<file path="config.mk">
export PLATFORM = sky130hd
export DESIGN_NAME = gaussian_correlator
export DESIGN_NICKNAME = d
export VERILOG_FILES = /design/src/rtl/gaussian_pkg.sv /design/src/rtl/gaussian_correlator_fp32_to_fixed.sv /design/src/rtl/gaussian_correlator.sv
export SDC_FILE = /design/constraint.sdc
export NUM_CORES = 2
export LEC_CHECK = 0
export CORE_AREA = 2 2 356 358
export CTS_BUF_LIST = sky130_fd_sc_hd__clkbuf_8
export DETAILED_ROUTE_END_ITERATION = 8
export DIE_AREA = 0 0 358 360
export PLACE_DENSITY = 0.6
export RECOVER_POWER = 50
export SLEW_MARGIN = 15
export SYNTH_ARGS = -nofsm -noshare
export SYNTH_HDL_FRONTEND = slang
export SYNTH_HIERARCHICAL = 1
export SYNTH_SLANG_ARGS = --single-unit
</file>
<file path="constraint.sdc">
create_clock -name clk -period 10.51 [get_ports clk]
set_clock_uncertainty 0.2 [all_clocks]
set_input_delay 1.5765 -clock clk [delete_from_list [all_inputs] [get_ports clk]]
set_output_delay 1.5765 -clock clk [all_outputs]
set_load 0.01 [all_outputs]
</file>
<file path="src/rtl/gaussian_pkg.sv">
// Shared constants for the Gaussian correlator: default widths,
// FP32 field positions and the symmetric saturation limits.
package gaussian_pkg;

    localparam int INT_W_DEF  = 4;
    localparam int FRAC_W_DEF = 20;
    localparam int RHO_W_DEF  = 16;
    localparam int CNT_W_DEF  = 16;
    localparam int W_DEF      = INT_W_DEF + FRAC_W_DEF;

    localparam int SIGN_BIT = 31;
    localparam int EXP_HI   = 30;
    localparam int EXP_LO   = 23;
    localparam int MAN_W    = 23;
    localparam int EXP_BIAS = 127;

    localparam logic [7:0] EXP_SPECIAL = 8'hFF;

    // Symmetric limits: -max is -(2^(W-1)-1), never the bare sign pattern
    localparam logic [W_DEF-1:0] SAT_POS = {1'b0, {(W_DEF-1){1'b1}}};
    localparam logic [W_DEF-1:0] SAT_NEG = {1'b1, {(W_DEF-2){1'b0}}, 1'b1};

endpackage

</file>
<file path="src/rtl/gaussian_correlator_fp32_to_fixed.sv">
// Combinational FP32 -> signed Q(INT_W).(FRAC_W) with half-up rounding.
// Ports: x (FP32 in), y (fixed out), sat (Inf/NaN/overflow flag).
module fp32_to_fixed
    import gaussian_pkg::*;
#(
    parameter int INT_W  = INT_W_DEF,
    parameter int FRAC_W = FRAC_W_DEF
) (
    input  logic [31:0]                    x,
    output logic signed [INT_W+FRAC_W-1:0] y,
    output logic                           sat
);

    localparam int W = INT_W + FRAC_W;
    localparam logic [W-1:0] POS = {1'b0, {(W-1){1'b1}}};
    localparam logic [W-1:0] NEG = {1'b1, {(W-2){1'b0}}, 1'b1};
    localparam logic [7:0] E_SAT = 8'(EXP_BIAS + INT_W - 1);
    // Right shift that leaves one extra fraction bit for rounding
    localparam logic [7:0] SH0 = 8'(EXP_BIAS + MAN_W - 1 - FRAC_W);

    logic           sgn;
    logic [7:0]     e;
    logic [MAN_W-1:0] m;
    logic [MAN_W:0]   half;
    logic [MAN_W+1:0] sum;
    logic [W-1:0]   mag;
    logic           is_zero;
    logic           is_nan;
    logic           is_big;

    assign sgn  = x[SIGN_BIT];
    assign e    = x[EXP_HI:EXP_LO];
    assign m    = x[MAN_W-1:0];
    assign half = {1'b1, m} >> (SH0 - e);
    assign sum  = {1'b0, half} + (MAN_W+2)'(1);
    assign mag  = W'(sum >> 1);

    assign is_zero = (e == 8'd0);
    assign is_nan  = (e == EXP_SPECIAL) && (m != '0);
    // Rounding up to 2^(INT_W-1) also overflows
    assign is_big  = (e == EXP_SPECIAL) ? (m == '0)
                   : (!is_zero && ((e >= E_SAT) || (mag > POS)));

    always_comb begin
        y   = '0;
        sat = 1'b0;
        unique case (1'b1)
            is_zero: y = '0;
            is_nan:  sat = 1'b1;
            is_big: begin
                sat = 1'b1;
                y   = sgn ? NEG : POS;
            end
            default: y = sgn ? -mag : mag;
        endcase
    end

endmodule

</file>
<file path="src/rtl/gaussian_correlator.sv">
// Converts G1/G2 to fixed point and forms Z1=G1, Z2=rho*G1+rho_bar*G2.
// Ports: in_valid/in_ready/G1/G2 in, cfg_load/rho/rho_bar, out_* handshake, drop_cnt.
module gaussian_correlator
    import gaussian_pkg::*;
#(
    parameter int INT_W  = INT_W_DEF,
    parameter int FRAC_W = FRAC_W_DEF,
    parameter int RHO_W  = RHO_W_DEF,
    parameter int CNT_W  = CNT_W_DEF
) (
    input  logic                    clk,
    input  logic                    rst,
    input  logic                    in_valid,
    output logic                    in_ready,
    input  logic [31:0]             G1,
    input  logic [31:0]             G2,
    input  logic                    cfg_load,
    input  logic signed [RHO_W-1:0] rho,
    input  logic signed [RHO_W-1:0] rho_bar,
    output logic                    out_valid,
    input  logic                    out_ready,
    output logic [INT_W+FRAC_W-1:0] Z1,
    output logic [INT_W+FRAC_W-1:0] Z2,
    output logic                    out_sat,
    output logic [CNT_W-1:0]        drop_cnt
);

    localparam int W   = INT_W + FRAC_W;
    localparam int P_W = W + RHO_W;
    localparam int Q_W = P_W + 1;

    localparam logic signed [Q_W-1:0] RND =
        {{(Q_W-RHO_W+1){1'b0}}, 1'b1, {(RHO_W-2){1'b0}}};
    localparam logic signed [Q_W-1:0] POS_Q =
        {{(Q_W-W+1){1'b0}}, {(W-1){1'b1}}};
    localparam logic signed [Q_W-1:0] NEG_Q = -POS_Q;
    localparam logic [W-1:0] POS = {1'b0, {(W-1){1'b1}}};
    localparam logic [W-1:0] NEG = {1'b1, {(W-2){1'b0}}, 1'b1};

    logic                    stall;
    logic signed [W-1:0]     c1, c2;
    logic                    cs1, cs2;
    logic signed [RHO_W-1:0] rho_reg, rho_bar_reg;

    logic                    v1, sat_s1;
    logic signed [W-1:0]     g1_s1, g2_s1;
    logic                    v2, sat_s2;
    logic signed [W-1:0]     z1_s2;
    logic signed [P_W-1:0]   p1_s2, p2_s2;

    logic signed [Q_W-1:0]   sum_s3, q_s3;
    logic [W-1:0]            z2_next;
    logic                    sat_sum;

    assign stall    = out_valid & ~out_ready;
    assign in_ready = ~stall;

    fp32_to_fixed #(.INT_W(INT_W), .FRAC_W(FRAC_W)) u_cvt1 (
        .x(G1), .y(c1), .sat(cs1)
    );

    fp32_to_fixed #(.INT_W(INT_W), .FRAC_W(FRAC_W)) u_cvt2 (
        .x(G2), .y(c2), .sat(cs2)
    );

    assign sum_s3 = Q_W'(p1_s2) + Q_W'(p2_s2) + RND;
    assign q_s3   = sum_s3 >>> (RHO_W - 1);

    always_comb begin
        sat_sum = 1'b0;
        z2_next = W'(q_s3);
        if (q_s3 > POS_Q) begin
            sat_sum = 1'b1;
            z2_next = POS;
        end else if (q_s3 < NEG_Q) begin
            sat_sum = 1'b1;
            z2_next = NEG;
        end
    end

    always_ff @(posedge clk) begin
        if (rst) begin
            rho_reg     <= '0;
            rho_bar_reg <= '0;
            drop_cnt    <= '0;
            v1          <= 1'b0;
            g1_s1       <= '0;
            g2_s1       <= '0;
            sat_s1      <= 1'b0;
            v2          <= 1'b0;
            z1_s2       <= '0;
            p1_s2       <= '0;
            p2_s2       <= '0;
            sat_s2      <= 1'b0;
            out_valid   <= 1'b0;
            Z1          <= '0;
            Z2          <= '0;
            out_sat     <= 1'b0;
        end else begin
            if (cfg_load) begin
                rho_reg     <= rho;
                rho_bar_reg <= rho_bar;
            end
            if (in_valid && stall && (drop_cnt != '1))
                drop_cnt <= drop_cnt + CNT_W'(1);
            if (!stall) begin
                v1        <= in_valid;
                g1_s1     <= c1;
                g2_s1     <= c2;
                sat_s1    <= cs1 | cs2;
                v2        <= v1;
                z1_s2     <= g1_s1;
                p1_s2     <= P_W'(rho_reg) * P_W'(g1_s1);
                p2_s2     <= P_W'(rho_bar_reg) * P_W'(g2_s1);
                sat_s2    <= sat_s1;
                out_valid <= v2;
                Z1        <= z1_s2;
                Z2        <= z2_next;
                out_sat   <= sat_s2 | sat_sum;
            end
        end
    end

endmodule

</file>
---- Word-level counts from Yosys, hierarchy flattened ----
Cells that the tools add are included.
operators by class
  add/subtract/negate cells ............... 9
  multiply operators ...................... 2
  $lt $le $gt $ge ......................... 6
  equality and inequality tests ........... 3
  shift-type cells ........................ 2
  multiplexer cells ....................... 14
  bitwise operators ....................... 5
  reductions and logical operators ........ 20
operators with widths
  operator                                                                           number
  24-bit two-way mux                                                                 6
  24-bit case mux with 2 select lines                                                2
  16-bit by 24-bit multiplier with 40-bit output                                     2
  24-bit by 1-bit adder with 25-bit output, second input constant                    2
  24-bit by 23-bit greater-than comparator with 1-bit output, second input constant  2
  24-bit negator                                                                     2
  24-bit by 8-bit right shift with 24-bit output                                     2
  23-bit logical NOT                                                                 2
  23-bit nonzero test                                                                2
  40-bit by 40-bit adder with 41-bit output                                          1
  41-bit by 16-bit adder with 41-bit output, second input constant                   1
  26-bit by 24-bit greater-than comparator with 1-bit output, second input constant  1
  26-bit by 24-bit less-than comparator with 1-bit output, second input constant     1
  16-bit by 1-bit adder with 16-bit output, second input constant                    1
  8-bit equality test, second input constant                                         2
  8-bit >= comparator, second input constant                                         2
  8-bit logical NOT                                                                  2
  16-bit != test, second input constant                                              1
  8-bit subtractor, first input constant                                             2
  2-bit OR reduction                                                                 4
  1-bit logical AND                                                                  6
  1-bit two-way mux                                                                  6
  1-bit logical NOT                                                                  2
  1-bit logical OR                                                                   2
  3 further kinds                                                                    5
storage, ports and cells
  register bits after elaboration ......... 254
  input port bits ......................... 101
  output and inout port bits .............. 67
  word-level logic and storage cells ...... 77

---- Longest topological paths before layout ----
  depth after elaboration ................. 10
  mapped depth ............................ 26
  depth with buffers taken out ............ 24

---- Hierarchy ----
Netlist, hierarchy kept.
by module, submodules not included
  module                  instances  cells each  area an instance (µm²)  seq. area each (µm²)
  gaussian_correlator     1          4622        39545.4                 5084.9
  fp32_to_fixed (u_cvt1)  1          516         3819.9                  0.0
  fp32_to_fixed (u_cvt2)  1          513         3744.8                  0.0

---- Worst setup path before layout ----
No wires, ideal clock.
  path kind ............................... reg-to-reg
  start ................................... register g1_s1[11]
  end ..................................... register p1_s2[37]
  library setup time ...................... 62 ps
  arrival time ............................ 6443 ps
  data required time ...................... 10248 ps
  setup slack ............................. 3805 ps
  stages on the path, launching flop included .. 27
  buffers on the path ..................... 3
  period minus slack after synthesis ...... 6705 ps
  path through ............................ dfxtp_1 clkbuf_1 clkbuf_1 nand2_1 fa_1 inv_1 fa_1 inv_1 fa_1 inv_1 fa_1 fa_1 inv_1 fa_1 inv_1 ha_1 o21ai_0 a21oi_1 a21bo_2 a311o_1 and3_1 clkbuf_1 o31ai_1 a41o_1 o41ai_1 or4_1 nand3_1
between the ends
  word-level cells in the longest chain between the ends .. 1
ends and longest elaborated chain
  what                                            RTL line                    text
  start, declared                                 gaussian_correlator.sv:46   logic signed [W-1:0] g1_s1, g2_s1;
  start signal, assigned                          gaussian_correlator.sv:87   g1_s1 <= '0;
  start signal, assigned                          gaussian_correlator.sv:108  g1_s1 <= c1;
  16-bit by 24-bit multiplier with 40-bit output  gaussian_correlator.sv:113  p1_s2 <= P_W'(rho_reg) * P_W'(g1_s1);
  end signal, assigned                            gaussian_correlator.sv:113
  end, declared                                   gaussian_correlator.sv:49   logic signed [P_W-1:0] p1_s2, p2_s2;
Every way passes these cells.
A chain may end at the register's enable or synchronous reset.

==> out/metrics.yaml <==
violations: "capacitance limit, slew limit"
powerDensity_nw_per_um2: 120
worstSetupEndpointType: "flip-flop"
synth.area.top_cells: "fa_1 (32%), dfxtp_1 (11%), ha_1 (7.5%)"
p_leak_nw: 23.6
async_flop_share_pct: 0
syn_to_final_growth_pct: 8.45
ctsResizeCount: 0
yosys.area.top_type_share_pct: 31.8
maxCapViolations: 6
cts-root-buf: "clkbuf_8"
final-instance-count-excl-fill: 7319
core_area_um2: 125000
whs_ns: 0.245
fill_cells: 12861
path_cells: "clkbuf_1, clkbuf_1, clkbuf_1, nor2_1, a311oi_1, o211ai_1"
tightest_slew_ns: 3.60
nets: 6757
cts.path.max_buffers: 3
hold_violations: 0
io_pins: 168
drtIter0Drc: 2549
grt_pass1_wl_um: 218000
crit_required_ns: 10.89
final_cell_mix: "inv_1 (943), nand2_1 (875), fa_1 (748), a21oi_1 (327), and2_1 (326)"
wirelength_um: 134000
synth_top_area_cell: "fa_1"
clock-sinks: 254
grt_pass1_vias: 39512
htreeDepth: 2
reg2reg_setup_slack_ns: 2.55
cts_made_buffers: 55
dieArea_um2: 129000
setup_tns_ns: 0
firstDrtPassIters: 6
slew_headroom_pct: -140
setup_ws_ns: 2.22
fin_crit_ns: 8.29
viasPerCell: 5.33
syn_inst: 5651
cpPeakStageDelay_ns: 2.26
crit_type: "input pin to flip-flop"
netlist_area_um2: 47100
clk_latency_ns: 0.73
portBuffers: 167
min_path_type: "flip-flop to flip-flop"
critPathSlowestCell: "clkbuf_1"
setup_viol: 0
grt-ovfl-total: 0
cts_tree: "built"
route.detailed.drc: 0
start_kind: "input pin"
arrival_ns: 8.67
cp_max_fo: 69
syn-num-nets: 6782
rsz0062_at_grt: "false"
synth_ff_type: "dfxtp_1"
max_freq_ghz: 0.121
min_period_over_period_pct: 78.9
slew_violations: 402
path_clk_slew_ns: 0.06
fin_util_pct: 40.9
antenna_found_initial: 3
cts_setup_buffers: 0
pre_cts_ws_ns: 2.17
grt_max_degree: 158
cp_common_cell: "clkbuf_1"
ys_seq_area_share_pct: 10.8
design_area_um2: 51100
peakVddDrop_mv: 0.131
synth_edf_count: 0
die_y_um: 360
finalPower_mw: 6.13
hpwl_um: 104000
dr_total_vias: 39012
drive_above_1_share_pct: 5.15
gp_congestion: 0.910
num_rows: 130
dpl_cell_area_um2: 49900
status: "complete, but fails checks"
top_regs: "p1_s2: 40 flops, p2_s2: 40 flops"
yosys_register_bits: 254
hold_buffers: 0
track_usage_pct: 21.0
ys_types: 127
yosys_warnings: 6
ant_nets: 0
crit_buf_inv: 3
layout_commonest_cell: "inv_1"
chipWidth_um: 358
dp_cells: 7219
cp_top_family: "buffers and inverters"
wl_per_cell_um: 18.3
start_util_pct: 37.7
synth_area_per_cell_um2: 8.34
-- synthesized netlist by cell type (16+ instances only) --
cell and number:
o31ai_1 19, mux2_2 34, inv_1 927, or3_1 32, o22ai_1 30, a21oi_1 327, buf_2 23, a31oi_1 21
nand4_1 42, a21o_1 50, nand2b_1 32, o211ai_1 31, clkbuf_1 229, nor4_1 34, mux4_2 27, nor2b_1 29
xor2_1 45, o21ai_0 110, nand2_1 875, ha_1 282, dfxtp_1 254, nand3_1 97, nor2_1 291, xnor2_1 106
and2_1 326, nor3_1 58, a211oi_1 33, fa_1 748, and3_1 27, buf_1 16, o21a_1 28, mux2i_1 85
-- layout make-up --
class / count / area, µm² / share of cell area, %
multi-input cells: 4167 / 37200 / 72.8
flip-flops and latches: 254 / 5090 / 9.96
inverters: 931 / 3500 / 6.85
well taps: 1650 / 2060 / 4.04
repair buffers: 217 / 2030 / 3.97
clock buffers: 61 / 840 / 1.64
clock inverters: 38 / 380 / 0.744
diodes: 1 / 2.50 / 0.00490
-- cells by family (layout without fill, tap and decap cells) --
| family | count (synthesis) | in the layout | synth area share, % |
|---|---|---|---|
| simple gates | 1973 | 1973 | 20.5 |
| xor+xnor | 153 | 153 | 2.88 |
| flops | 254 | 254 | 10.8 |
| compound gates | 858 | 858 | 12.0 |
| other cells | 0 | 1 | 0 |
| mux | 153 | 153 | 4.27 |
| buf+inv | 1230 | 1247 | 10.3 |
| fa+ha+maj | 1030 | 1030 | 39.3 |
-- worst paths after layout --
kind | cells past startpoint | to | startpoint
setup / recovery | 6 | p2_s2[38]$_SDFFE_PP0N_ | rst
hold / removal | 2 | Z1[20]$_SDFFE_PP0N_ | Z1[20]$_SDFFE_PP0N_
setup reg to reg | 21 | p2_s2[39]$_SDFFE_PP0N_ | rho_bar_reg[2]$_SDFFE_PP0P_
hold reg to reg | 2 | Z1[20]$_SDFFE_PP0N_ | Z1[20]$_SDFFE_PP0N_
-- worst register-to-register path, delay by kind of cell, from the launching register on --
family	cells	cell delay (ns)
compound gates	6	1.75
fa+ha+maj	7	3.40
simple gates	4	1.03
buf+inv	4	0.38
flops	1	1.10
-- routing by layer --
metal	share of wire [%]	track usage, %
met1	47	30.3
met2	45	33.3
met3	5.6	2.82
met4	2.2	4.77
met5	0	0
-- power by group --
| group | total, mW | switching (mW) | internal (mW) |
|---|---|---|---|
| combinational | 3.50 | 2.12 | 1.38 |
| sequential | 1.38 | 0.239 | 1.14 |
| clock | 1.25 | 0.545 | 0.709 |
(Power assumes the default switching activity.)
